**config.mk**
```make
export PLATFORM = sky130hd
export DESIGN_NAME = vram_write_queue_flat
export DESIGN_NICKNAME = d
export VERILOG_FILES = /design/src/rtl/vram_write_queue_if.sv /design/src/rtl/vram_write_queue.sv /design/src/flat_wrapper.sv
export SDC_FILE = /design/constraint.sdc
export NUM_CORES = 1
export LEC_CHECK = 0
export CAP_MARGIN = 0
export CORE_MARGIN = 1
export CORE_UTILIZATION = 45
export DETAILED_ROUTE_END_ITERATION = 16
export SLEW_MARGIN = 10
export SYNTH_ARGS = -nofsm -noshare
export SYNTH_HDL_FRONTEND = slang
export SYNTH_SLANG_ARGS = --single-unit
```
**constraint.sdc**
```tcl
create_clock -name clk -period 3.1 [get_ports clk]
set_input_delay 0.62 -clock clk [delete_from_list [all_inputs] [get_ports clk]]
set_output_delay 0.62 -clock clk [all_outputs]
set_load 0.01 [all_outputs]
```
**src/rtl/vram_write_queue_if.sv**
```systemverilog
// vram_write_queue_if: CPU write-request and VRAM write-port bundle for vram_write_queue
interface vram_write_queue_if #(
    parameter int ADDR_WIDTH = 12,
    parameter int DATA_WIDTH = 8,
    parameter int DEPTH      = 16
);
    logic                    in_valid;
    logic                    in_ready;
    logic [ADDR_WIDTH-1:0]   in_address;
    logic [DATA_WIDTH-1:0]   in_data;
    logic                    flush;
    logic                    writable;
    logic                    out_wr;
    logic [ADDR_WIDTH-1:0]   out_address;
    logic [DATA_WIDTH-1:0]   out_data;
    logic [$clog2(DEPTH):0]  count;
    logic                    empty;
    modport master (
        output in_valid, in_address, in_data, flush, writable,
        input  in_ready, out_wr, out_address, out_data, count, empty
    );
    modport slave (
        input  in_valid, in_address, in_data, flush, writable,
        output in_ready, out_wr, out_address, out_data, count, empty
    );
endinterface

```
**src/rtl/vram_write_queue.sv**
```systemverilog
// vram_write_queue: FIFO of CPU VRAM writes, drained one per clock while the video window is writable
module vram_write_queue #(
    parameter int ADDR_WIDTH = 12,
    parameter int DATA_WIDTH = 8,
    parameter int DEPTH      = 16
) (
    input logic               clk,
    input logic               rst,
    vram_write_queue_if.slave bus
);
    localparam int PW = $clog2(DEPTH);
    localparam int CW = PW + 1;
    localparam logic [CW-1:0] FULL_CNT = CW'(DEPTH);
    logic [ADDR_WIDTH+DATA_WIDTH-1:0] mem [DEPTH];
    logic [PW-1:0] wp, rp;
    logic [CW-1:0] count_nxt;
    logic push, pop;
    assign bus.in_ready = (bus.count != FULL_CNT) && !bus.flush;
    assign push = bus.in_valid && bus.in_ready;
    // empty is the registered flag, so a push into an empty queue never falls through the same edge
    assign pop = bus.writable && !bus.empty && !bus.flush;
    always_comb begin
        count_nxt = (push && !pop) ? bus.count + CW'(1) :
                    (pop && !push) ? bus.count - CW'(1) : bus.count;
    end
    always_ff @(posedge clk) begin
        if (push) mem[wp] <= {bus.in_address, bus.in_data};
    end
    always_ff @(posedge clk) begin
        if (rst) begin
            wp              <= '0;
            rp              <= '0;
            bus.count       <= '0;
            bus.empty       <= 1'b1;
            bus.out_wr      <= 1'b0;
            bus.out_address <= '0;
            bus.out_data    <= '0;
        end else if (bus.flush) begin
            wp         <= '0;
            rp         <= '0;
            bus.count  <= '0;
            bus.empty  <= 1'b1;
            bus.out_wr <= 1'b0;
        end else begin
            if (push) wp <= wp + PW'(1);
            if (pop) begin
                rp <= rp + PW'(1);
                {bus.out_address, bus.out_data} <= mem[rp];
            end
            bus.out_wr <= pop;
            bus.count  <= count_nxt;
            bus.empty  <= count_nxt == '0;
        end
    end
endmodule

```
**src/flat_wrapper.sv**
```systemverilog
// flat-port wrapper written by rule: the top's interface ports become plain ports
module vram_write_queue_flat 
#(
    parameter int ADDR_WIDTH = 12,
    parameter int DATA_WIDTH = 8,
    parameter int DEPTH      = 16
)
  (clk, rst, bus_in_valid, bus_in_address, bus_in_data, bus_flush, bus_writable, bus_in_ready, bus_out_wr, bus_out_address, bus_out_data, bus_count, bus_empty);
  vram_write_queue_if #(.ADDR_WIDTH(ADDR_WIDTH), .DATA_WIDTH(DATA_WIDTH), .DEPTH(DEPTH)) bus_i ();
  input logic clk;
  input logic rst;
  input wire logic [$bits(bus_i.in_valid)-1:0] bus_in_valid;
  input wire logic [$bits(bus_i.in_address)-1:0] bus_in_address;
  input wire logic [$bits(bus_i.in_data)-1:0] bus_in_data;
  input wire logic [$bits(bus_i.flush)-1:0] bus_flush;
  input wire logic [$bits(bus_i.writable)-1:0] bus_writable;
  output wire logic [$bits(bus_i.in_ready)-1:0] bus_in_ready;
  output wire logic [$bits(bus_i.out_wr)-1:0] bus_out_wr;
  output wire logic [$bits(bus_i.out_address)-1:0] bus_out_address;
  output wire logic [$bits(bus_i.out_data)-1:0] bus_out_data;
  output wire logic [$bits(bus_i.count)-1:0] bus_count;
  output wire logic [$bits(bus_i.empty)-1:0] bus_empty;
  assign bus_i.in_valid = bus_in_valid;
  assign bus_i.in_address = bus_in_address;
  assign bus_i.in_data = bus_in_data;
  assign bus_i.flush = bus_flush;
  assign bus_i.writable = bus_writable;
  assign bus_in_ready = bus_i.in_ready;
  assign bus_out_wr = bus_i.out_wr;
  assign bus_out_address = bus_i.out_address;
  assign bus_out_data = bus_i.out_data;
  assign bus_count = bus_i.count;
  assign bus_empty = bus_i.empty;
  vram_write_queue #(.ADDR_WIDTH(ADDR_WIDTH), .DATA_WIDTH(DATA_WIDTH), .DEPTH(DEPTH)) u_core (.clk(clk), .rst(rst), .bus(bus_i));
endmodule
```
==> results of run 1 <==
==> report_power, final <==
group	switching, W	internal [W]
clock network	0.00177	0.00272
registers	0.0000133	0.00524
logic	0.000154	0.000107
==> through the flow <==
stage               instance area (um^2)  power, W  instances
floorplan                          13700   0.00546        606
global placement                   14900   0.00560       1050
detailed placement                 14900   0.00561       1050
CTS                                16200    0.0101       1121
global route                       16200    0.0103       1121
finish                             16200   0.00999       1121
==> sequential cells by signal, indices dropped and copies added (netlist names) <==
register,cells
u_core.bus.count,5
u_core.bus.empty,1
u_core.bus.out_address,12
u_core.bus.out_data,8
u_core.bus.out_wr,1
u_core.mem,320
u_core.rp,4
u_core.wp,4
==> metal layers <==
layer / up-vias / share of wire [%] / GRT usage, % / routed length (um)
met5: - / 0 / 0 / 0
met2: 196 / 46 / 28.4 / 13000
met4: 0 / 1.8 / 5.03 / 524
met1: 3420 / 47 / 29.3 / 13300
li1: 2775 / - / - / -
met3: 38 / 5.3 / 3.29 / 1520
==> Yosys cell counts (2+ instances only) <==
cell,count,area (um^2)
sky130_fd_sc_hd__a21oi_1,4,20.0
sky130_fd_sc_hd__a22o_1,20,175
sky130_fd_sc_hd__and3_1,2,12.5
sky130_fd_sc_hd__buf_1,2,7.51
sky130_fd_sc_hd__buf_2,10,50.1
sky130_fd_sc_hd__buf_4,3,22.5
sky130_fd_sc_hd__buf_6,7,78.8
sky130_fd_sc_hd__buf_8,2,30.0
sky130_fd_sc_hd__clkbuf_1,5,18.8
sky130_fd_sc_hd__dfxtp_1,35,701
sky130_fd_sc_hd__dlygate4sd1_1,2,17.5
sky130_fd_sc_hd__edfxtp_1,320,9610
sky130_fd_sc_hd__ha_1,7,87.6
sky130_fd_sc_hd__inv_1,6,22.5
sky130_fd_sc_hd__mux4_1,30,788
sky130_fd_sc_hd__mux4_2,70,1580
sky130_fd_sc_hd__nand2_1,11,41.3
sky130_fd_sc_hd__nand2b_1,5,31.3
sky130_fd_sc_hd__nand4_1,5,31.3
sky130_fd_sc_hd__nor2_1,26,97.6
sky130_fd_sc_hd__nor2b_1,2,12.5
sky130_fd_sc_hd__nor3_1,6,30.0
sky130_fd_sc_hd__nor3b_1,2,15.0
sky130_fd_sc_hd__o221ai_1,2,17.5
sky130_fd_sc_hd__xnor2_1,3,26.3
sky130_fd_sc_hd__xor2_1,5,43.8
==> final timing paths <==
kind | start | depth (start not counted) | slack [ns] | end
setup / recovery | u_core.bus.count[0] | 5 | 0.26 | bus_in_ready
hold / removal | u_core.bus.out_data[0] | 1 | 0.48 | u_core.bus.out_data[0]
setup reg to reg | u_core.bus.count[0] | 8 | 0.45 | u_core.mem[3][7]
hold reg to reg | u_core.bus.out_data[0] | 1 | 0.48 | u_core.bus.out_data[0]
==> kinds of logic after synthesis <==
logic type / count (synthesis)
flip-flops: 355
AO/OA/AOI/OAI: 33
adder cells (fa/ha/maj): 7
buffers and inverters: 38
XOR/XNOR: 8
multiplexers: 101
AND/OR/NAND/NOR: 64
==> critical path, delay by kind of cell, from the launching register on <==
family / cells / cell delay (ns)
buffers and inverters: 2 / 0.65
flip-flops: 1 / 0.43
AND/OR/NAND/NOR: 2 / 0.37
adder cells (fa/ha/maj): 1 / 0.25
==> layout by cell type, fill, tap and decap left out, types with 11 or more instances in the layout <==
cell / instances
sky130_fd_sc_hd__edfxtp_1: 320
sky130_fd_sc_hd__mux4_2: 70
sky130_fd_sc_hd__clkdlybuf4s50_1: 52
sky130_fd_sc_hd__clkbuf_16: 41
sky130_fd_sc_hd__dfxtp_1: 32
sky130_fd_sc_hd__mux4_1: 30
sky130_fd_sc_hd__buf_4: 23
sky130_fd_sc_hd__a22o_1: 20
sky130_fd_sc_hd__nor2_1: 13
sky130_fd_sc_hd__nor2_2: 13
sky130_fd_sc_hd__nand2_1: 11
sky130_fd_sc_hd__buf_12: 11
==> cell type report <==
class	count	area [um^2]	share of cell area (%)
multi-input combinational	213	3200	19.7
timing repair buffer	86	913	5.64
clock inverter	20	183	1.13
inverter	6	22.5	0.139
clock buffer	51	1080	6.69
tap	390	488	3.01
sequential	355	10300	63.7
==> results.txt, run 1 <==
- Prior to clock tree synthesis, the placed netlist has a worst setup slack of 0.143 ns.
- The number of gates resized after CTS was 0.
- Number of iterations in the first detailed-routing pass: 5
- Outcome: completed
* Overall overflow remaining after global route: 0
- After detailed routing, the average wire length per cell comes to 25.3 um.
- After detailed routing, the number of remaining DRC violations is 0.
- Final hold violation count: 0
- Pin count of the biggest net entering global routing: 34
- Clock latency on the worst-skew pair: 0.51 ns
- Measured against its own limit, the worst slew margin works out to 41.3%.
* GRT Util Overall: 19.1%
- Fraction of the mapped netlist area in simple logic gates: 2.31%
* Starting Density: 46.0%
* Seq/Total Area, Yosys: 75.3%
* Accumulated negative setup slack: 0 ns
- Of the cells placed in the final design, the portion with a size suffix greater than 1 is 25.4%.
* Worst Max-Slew Pin Slew: 0.881 ns
* Fraction of the cycle the final worst path needs: 91.5%
- The tool flagged a number of max-cap violations equal to 0.
* Starting DRC count in detailed routing: 569
- Critical Path Sink Type: primary output
* Dominant register cell in the synthesized netlist: sky130_fd_sc_hd__edfxtp_1
- Detailed routing inserted a total of 6429 vias.
- Synth Net Count: 638
- Worst Path Required: 2.48 ns
* # IOs: 53
- Clock tree synthesis selected as its root buffer the cell sky130_fd_sc_hd__clkbuf_16.
- At the worst endpoint, the arrival time is 2.22 ns.
- In the post-route analysis, the smallest setup slack over all paths is 0.263 ns.
* Vias/cell: 5.74
- Compound-gate portion of the synthesized area: 1.98%
- Clock transition at the register clock pins on the worst setup and hold paths after CTS: 0.06 ns
* Post-Synth Adder-Cell Area: 0.639%
- The number of global-route vias before repair was 6653.
- By area, the combinational part of the netlist is dominated by multiplexers.
- 0 antenna diodes ended up in the layout.
- Number of input and output port buffers inserted: 52
- Setup violations remaining at the end of the flow were counted as 0.
* Post-layout utilization of the core: 54.4%
- Total Nets Final: 733
- Crit-path max cell delay: 0.55 ns
- Final Skew: 0.00673 ns
- Total length of routed wires: 28400 um
- In this run the power density over the cells is 617 nW/um^2.
- Summed over all cells, the static leakage comes to 5.04 nW.
- For this run, asynchronously set or reset flops after synthesis account for 0%.
* Count of hold buffers inserted by post-cts repair: 0
* Worst ir drop on vdd: 0.399 mV
* Number of sinks driven by the clock tree: 355
* H-tree depth: 2
- Crit path launch type: flip-flop
- After Yosys synthesis, XOR and XNOR cells account for 0.512% of the synthesized area.
* Final estimated routing congestion in global placement: 0.832
- The core region is 29800 um^2.
- Counting the fill cells in the layout gives 2246.
- Measured along the y axis, the die boundary spans 176 um.
- Setup repair after global routing left no endpoint under its margin.
- Max-slew violation count: 0
- Mux cell area share after synthesis: 17.3%
- Post-synthesis instance area: 13700 um^2
- Yosys printed 0 warnings.
* Clock period minus worst slack: 2.84 ns
* Critical path class: reg -> out
- Area of the die: 31100 um^2
- Once detail routing completed, the nets flagged for antenna violations numbered 0.
* First-pass GRT wire length: 42800 um
- TritonCTS clock tree: built
- In this run, synthesis inferred 320 flip-flops with an integrated enable.
* Critical Path Slowest Stage Cell: sky130_fd_sc_hd__clkdlybuf4s50_1
* Crit Path Max Fanout: 7
- Buffers added to address setup during post-CTS repair amount to 0.
* Maximum frequency from static timing analysis: 0.353 GHz
* DIE WIDTH: 176 um
- Clock Tree Buf Depth: 3
- The number of clock buffers added by TritonCTS is 39.
- Number of storage elements in the synthesis netlist: 355
- The path class of the tightest hold or removal check is reg -> reg.
* Synth Area per Inst: 22.6 um^2
- Chain of cells forming the critical path: inv_1, ha_1, and4bb_2, nor2_1, clkdlybuf4s50_1
- Distinct cell type count after synthesis: 40
- Antenna violations before repair: 1
- On the final layout, the worst hold slack is 0.483 ns.
- Detailed placement finished with a half-perimeter wire length of 17800 um.
- Cell count after synthesis: 606
- Row count: 63
- The area growth from synthesis to layout is 18.3%.
Note: power is estimated with default switching activity, not from simulation.
==> inputs of run 2 (changes only) <==
MAX_ROUTING_LAYER = met4   (was default)
==> run 2 against run 1 <==
Against the previous run: fmax decreased by 0.15%; worst hold slack about the same; first-iteration DRC count increased by 7.7%; register-to-register slack about the same; cell count unchanged.
==> results.txt, run 2 (synthesis gave the netlist of run 1 again) <==
* Outcome: completed
- Pleak: 5.04 nW
- For hold timing, the worst endpoint is u_core.bus.out_data[0].
- Hold path depth: 1
- The area growth from synthesis to layout is 18.3%.
* Clock Root Buffer: sky130_fd_sc_hd__clkbuf_16
- Clock latency on the worst-skew pair: 0.51 ns
* Number of cells on the worst reg-to-reg path: 8
- Sequential Area: 10300 um^2
- The number of global-route vias before repair was 6657.
* Crit path launch type: flip-flop
- Final antenna diode count: 0
* Worst ir drop on vdd: 0.397 mV
- Overall overflow remaining after global route: 0
- Port buffering added 52 buffers.
- The worst setup path is of the reg -> out kind.
- The clock passes through at most 3 buffers.
* Count of hold buffers inserted by post-cts repair: 0
* Fraction of the cycle the final worst path needs: 91.6%
* Total Nets Final: 733
- The count of pins over their slew limit was 0.
- The clock drives 355 sinks.
* Count of buffer and inverter cells on the critical path: 2
* Accumulated negative setup slack: 0 ns
- For this configuration, the core starts out at a cell density of 46.0%.
- Total half-perimeter wirelength after legalization and detailed placement: 17800 um
- After detailed routing, the number of remaining DRC violations is 0.
- Height of the chip: 176 um
- After clock tree synthesis, the setup repair step added 0 buffers.
- Entering global routing, the biggest net connects 34 pins.
- After detailed routing, the average wire length per cell comes to 25.4 um.
- Final Skew: 0.0138 ns
* Startpoint of the worst-slack reg-to-reg timing path: u_core.bus.count[0]
- Pwr/cell area: 617 nW/um^2
- Flip-flop count of the largest register after layout: 320
- The floorplan step set the die width to 176 um.
- Cts repair resizes: 0
- In the final layout, the share of cells above drive strength 1 is 25.4%.
- Across the run, the number of max-cap violations was 0.
- Top register by number of flip-flops: u_core.mem
- Final hold violation count: 0
- The number of antenna violations at the first check in global routing is 1.
- The tightest min-delay check is of the reg -> reg type.
- Worst Max-Slew Pin Slew: 0.885 ns
* Worst-case headroom to the max-slew limit: 41.0%
- Traced cell by cell, the critical path runs through inv_1, ha_1, and4bb_2, nor2_1, clkdlybuf4s50_1.
* CP top delay family: buffers and inverters
- Detailed routing inserted a total of 6473 vias.
- # IOs: 53
* Clock period minus worst slack: 2.84 ns
- Hold is met by 0.482 ns.
- The number of clock buffers added by TritonCTS is 39.
- Crit Path Max Fanout: 7
- Setup violations remaining at the end of the flow were counted as 0.
- Flop-to-flop setup slack: 0.45 ns
- The worst setup path is captured at a primary output.
- Leaving out fill and tap cells, the most frequent cell in the layout is sky130_fd_sc_hd__edfxtp_1.
* Count of antenna-violating nets left after detailed routing: 0
- After the first detailed-routing iteration, the DRC count stood at 613.
- Largest registers: u_core.mem (320), u_core.bus.out_address (12), u_core.bus.out_data (8)
- The H-tree generated during clock tree synthesis spans 2 levels.
* Vias/cell: 5.77
- Leaving out fill and tap cells, the most frequent cells in the layout are sky130_fd_sc_hd__edfxtp_1 (320), sky130_fd_sc_hd__mux4_2 (70), sky130_fd_sc_hd__clkdlybuf4s50_1 (52).
- Maximum frequency from static timing analysis: 0.352 GHz
* Critical Path Slowest Stage Cell: sky130_fd_sc_hd__clkdlybuf4s50_1
* First-pass GRT wire length: 42900 um
* Clock transition at the register clock pins on the worst setup and hold paths after CTS: 0.06 ns
* GRT Util Overall: 19.7%
- Final estimated routing congestion in global placement: 0.845
- Row count: 63
- TritonCTS built the clock tree.
- Post-layout utilization of the core: 54.4%
- Summing all multi-input logic gate instances after layout gives 3200 um^2.
- Area of the die: 31100 um^2
- Core region area: 29800 um^2
- Beginning of the worst hold path: u_core.bus.out_data[0]
* Filler cell count: 2246
* FF-to-FF End: u_core.mem[1][5]
* Arrival time of the worst setup path: 2.22 ns
- The routed design has 28400 um of wire.
- RSZ-0062 raised after global routing: false
- Number of iterations in the first detailed-routing pass: 5
- Worst Path Required: 2.48 ns
* Crit-path max cell delay: 0.55 ns
-- run 2: cell counts in the layout (fill, tap and decap cells not counted) --
No cell type changed its count.
-- run 2: how the worst max path moves through the flow --
stage,start,end,cells past startpoint
after floorplan,u_core.bus.count[0],u_core.mem[7][0],7
after CTS,u_core.bus.count[0],bus_in_ready,5
after detailed placement,bus_flush,u_core.mem[3][5],7
final,u_core.bus.count[0],bus_in_ready,5
after global routing,u_core.bus.count[0],bus_in_ready,5
after global placement,bus_flush,u_core.mem[3][2],7
-- run 2: routing by layer --
metal	track usage, %	vias to the layer above	wire [um]
met5	-	-	0
met4	5.03	0	490
met3	3.25	36	1540
met2	28.3	213	13100
met1	29.5	3450	13300
li1	-	2774	-
-- run 2: area by class of cell --
class | count | share of cell area, %
clock buffer | 51 | 6.69
clock inverter | 20 | 1.13
inverter | 6 | 0.139
multi-input combinational | 213 | 19.7
sequential | 355 | 63.7
tap | 390 | 3.01
timing repair buffer | 86 | 5.64
-- run 2: where the power goes --
part	switching [W]	internal, W	leakage [nW]
logic	0.000154	0.000107	1.27
registers	0.0000133	0.00524	3.17
clock network	0.00177	0.00272	0.610
total	0.00194	0.00806	5.04
-- run 2: per-stage QoR --
| step | setup slack, ns | total power (W) | cells | area (um^2) |
|---|---|---|---|---|
| finish | 0.259 | 0.0100 | 1121 | 16200 |
| global route | 0.156 | 0.0103 | 1121 | 16200 |
| CTS | 0.242 | 0.0101 | 1121 | 16200 |
| detailed placement | 0.143 | 0.00561 | 1050 | 14900 |
| global placement | 0.239 | 0.00560 | 1050 | 14900 |
| floorplan | 0.382 | 0.00546 | 606 | 13700 |
==> inputs of run 3 (changes only) <==
CORE_MARGIN = 3   (was 1)
==> run 3 against run 2 <==
Against the previous run: fmax increased by 1.1%; sequential power about the same; routed wire length increased by 4.1%; non-clock buffer count increased by 3; first-iteration DRC count decreased by 22%; combinational power about the same; clock skew increased by 0.012 ns; sequential cell count unchanged; power decreased by 0.66%; sequential share of layout area about the same; worst setup slack improved by 0.030 ns; critical path type unchanged.
==> results.txt, run 3 (synthesis gave the netlist of run 1 again) <==
* Outcome: completed
- The die is 180 um tall.
- The clock net in this run drives a total of 355 sinks.
* Clock buffers created by TritonCTS: 38
- Buffers inserted to repair hold after CTS numbered 0.
- In the layout the commonest cells are sky130_fd_sc_hd__edfxtp_1 (320), sky130_fd_sc_hd__mux4_2 (70), sky130_fd_sc_hd__clkdlybuf4s50_1 (52).
* Clock transition at the register clock pins on the worst setup and hold paths after CTS: 0.06 ns
* TritonCTS clock tree: built
- Pin count of the biggest net entering global routing: 46
- At the end of routability-driven placement, the weighted congestion stood at 0.861.
* Total length of routed wires: 29600 um
* RSZ-0062 raised after global routing: false
* Total number of vias: 6525
- The H-tree was split into 2 levels.
- Traced cell by cell, the critical path runs through inv_1, ha_1, and4bb_2, nor2_1, clkdlybuf4s50_1.
* Critical Path Slowest Stage Cell: sky130_fd_sc_hd__clkdlybuf4s50_1
- Count of antenna-violating nets left after detailed routing: 0
- The register with the most flip-flops in the layout has 320 of them.
- The die covers 32600 um^2.
- Across the VDD grid, the largest voltage drop is 0.337 mV.
- Clock period minus worst slack: 2.81 ns
- GRT Util Overall: 18.8%
* Critical path class: reg -> out
- Final Skew: 0.0261 ns
* DIE WIDTH: 180 um
* Crit path launch type: flip-flop
- Crit Path Max Fanout: 7
- Starting DRC count in detailed routing: 480
* Detailed-route DRC error count: 0
- Number of input and output port buffers inserted: 52
- The finished layout holds 1123 standard cells, fillers aside.
* Antenna violations before repair: 1
- Accumulated negative setup slack: 0 ns
- Placed cell count: 1053
- Vias in the first global route: 6629
- Most common library cell in the layout ignoring fill and taps: sky130_fd_sc_hd__edfxtp_1
- Hold is met by 0.477 ns.
* Number of buffers inserted by post-CTS setup repair: 0
- Clock latency on the worst-skew pair: 0.53 ns
- Static timing analysis puts the maximum clock frequency at 0.356 GHz.
* Total Nets Final: 735
- # IOs: 53
* Vias/cell: 5.81
- Largest registers: u_core.mem (320), u_core.bus.out_address (12), u_core.bus.out_data (8)
- Final hold violation count: 0
- Area Growth Syn to Fin: 18.3%
- Number of cells on the worst reg-to-reg path: 7
- Fraction of the cycle the final worst path needs: 90.7%
- The most critical setup path has its startpoint at u_core.bus.count[1].
- After detailed routing, the average wire length per cell comes to 26.4 um.
* Startpoint of the worst-slack reg-to-reg timing path: u_core.bus.count[1]
* Number of iterations in the first detailed-routing pass: 5
* Max-slew violation count: 0
- Share of cells above drive strength 1: 25.5%
- Critical Path Sink Type: primary output
* Hold path depth: 1
* Beginning of the worst hold path: u_core.bus.out_data[2]
* Starting Density: 46.0%
- Power spread over the standard cell area amounts to 613 nW/um^2.
- At the worst endpoint, the arrival time is 2.19 ns.
* Pleak: 5.05 nW
* Worst Path Required: 2.48 ns
- Clock Tree Buf Depth: 3
- First-pass GRT wire length: 44000 um
- On the worst path, the slowest cell contributes a delay of 0.55 ns.
- Total half-perimeter wirelength after legalization and detailed placement: 18200 um
- The tightest min-delay check is of the reg -> reg type.
- In this run the tightest slew margin relative to its limit is 48.0%.
* Core region area: 29800 um^2
- Overall overflow remaining after global route: 0
- The tool flagged a number of max-cap violations equal to 0.
- Top register by number of flip-flops: u_core.mem
* Final setup violation count: 0
- Clock Root Buffer: sky130_fd_sc_hd__clkbuf_16
- At the pin with the least slew margin, the transition time is 0.778 ns.
- Cts repair resizes: 0
* Row count: 63
-- run 3: per-stage QoR --
stage	worst slack [ns]	util [%]	cell area [um^2]	total power [W]
2_1_floorplan	0.382	-	13700	0.00546
3_3_place_gp	0.214	50.2	15000	0.00560
5_1_grt	0.123	54.4	16200	0.0103
6_report	0.289	54.4	16200	0.00993
4_1_cts	0.280	54.4	16200	0.0101
3_5_place_dp	0.163	50.2	15000	0.00561
-- run 3: final timing paths --
path / to / slack (ns)
setup reg to reg: u_core.mem[15][4] / 0.51
setup / recovery: bus_in_ready / 0.29
hold reg to reg: u_core.bus.out_data[2] / 0.48
hold / removal: u_core.bus.out_data[2] / 0.48
-- run 3: critical path: cells and delay by family, from the launching register on --
kind,cells,cell delay [ns]
fa+ha+maj,1,0.22
buf+inv,2,0.64
flops,1,0.45
simple gates,2,0.36
-- run 3: layout make-up --
cell class / count / area, um^2
inverter: 6 / 22.5
tap: 390 / 488
antenna: 1 / 2.50
clock inverter: 16 / 195
fill: 2228 / 13600
clock buffer: 53 / 1050
timing repair buffer: 89 / 936
multi-input combinational: 213 / 3200
sequential: 355 / 10300
-- run 3: power breakdown --
part,switching [W],internal (W),leakage (nW)
logic,0.000151,0.000108,1.28
clock network,0.00179,0.00264,0.605
registers,0.0000107,0.00523,3.17
total,0.00195,0.00798,5.05
-- run 3: routing by layer --
metal | vias to the layer above | GRT usage (%) | wire [um]
met4 | 0 | 6.23 | 896
met1 | 3477 | 25.8 | 12800
met2 | 212 | 28.8 | 14300
met5 | - | - | 0
met3 | 56 | 3.45 | 1570
li1 | 2780 | - | -
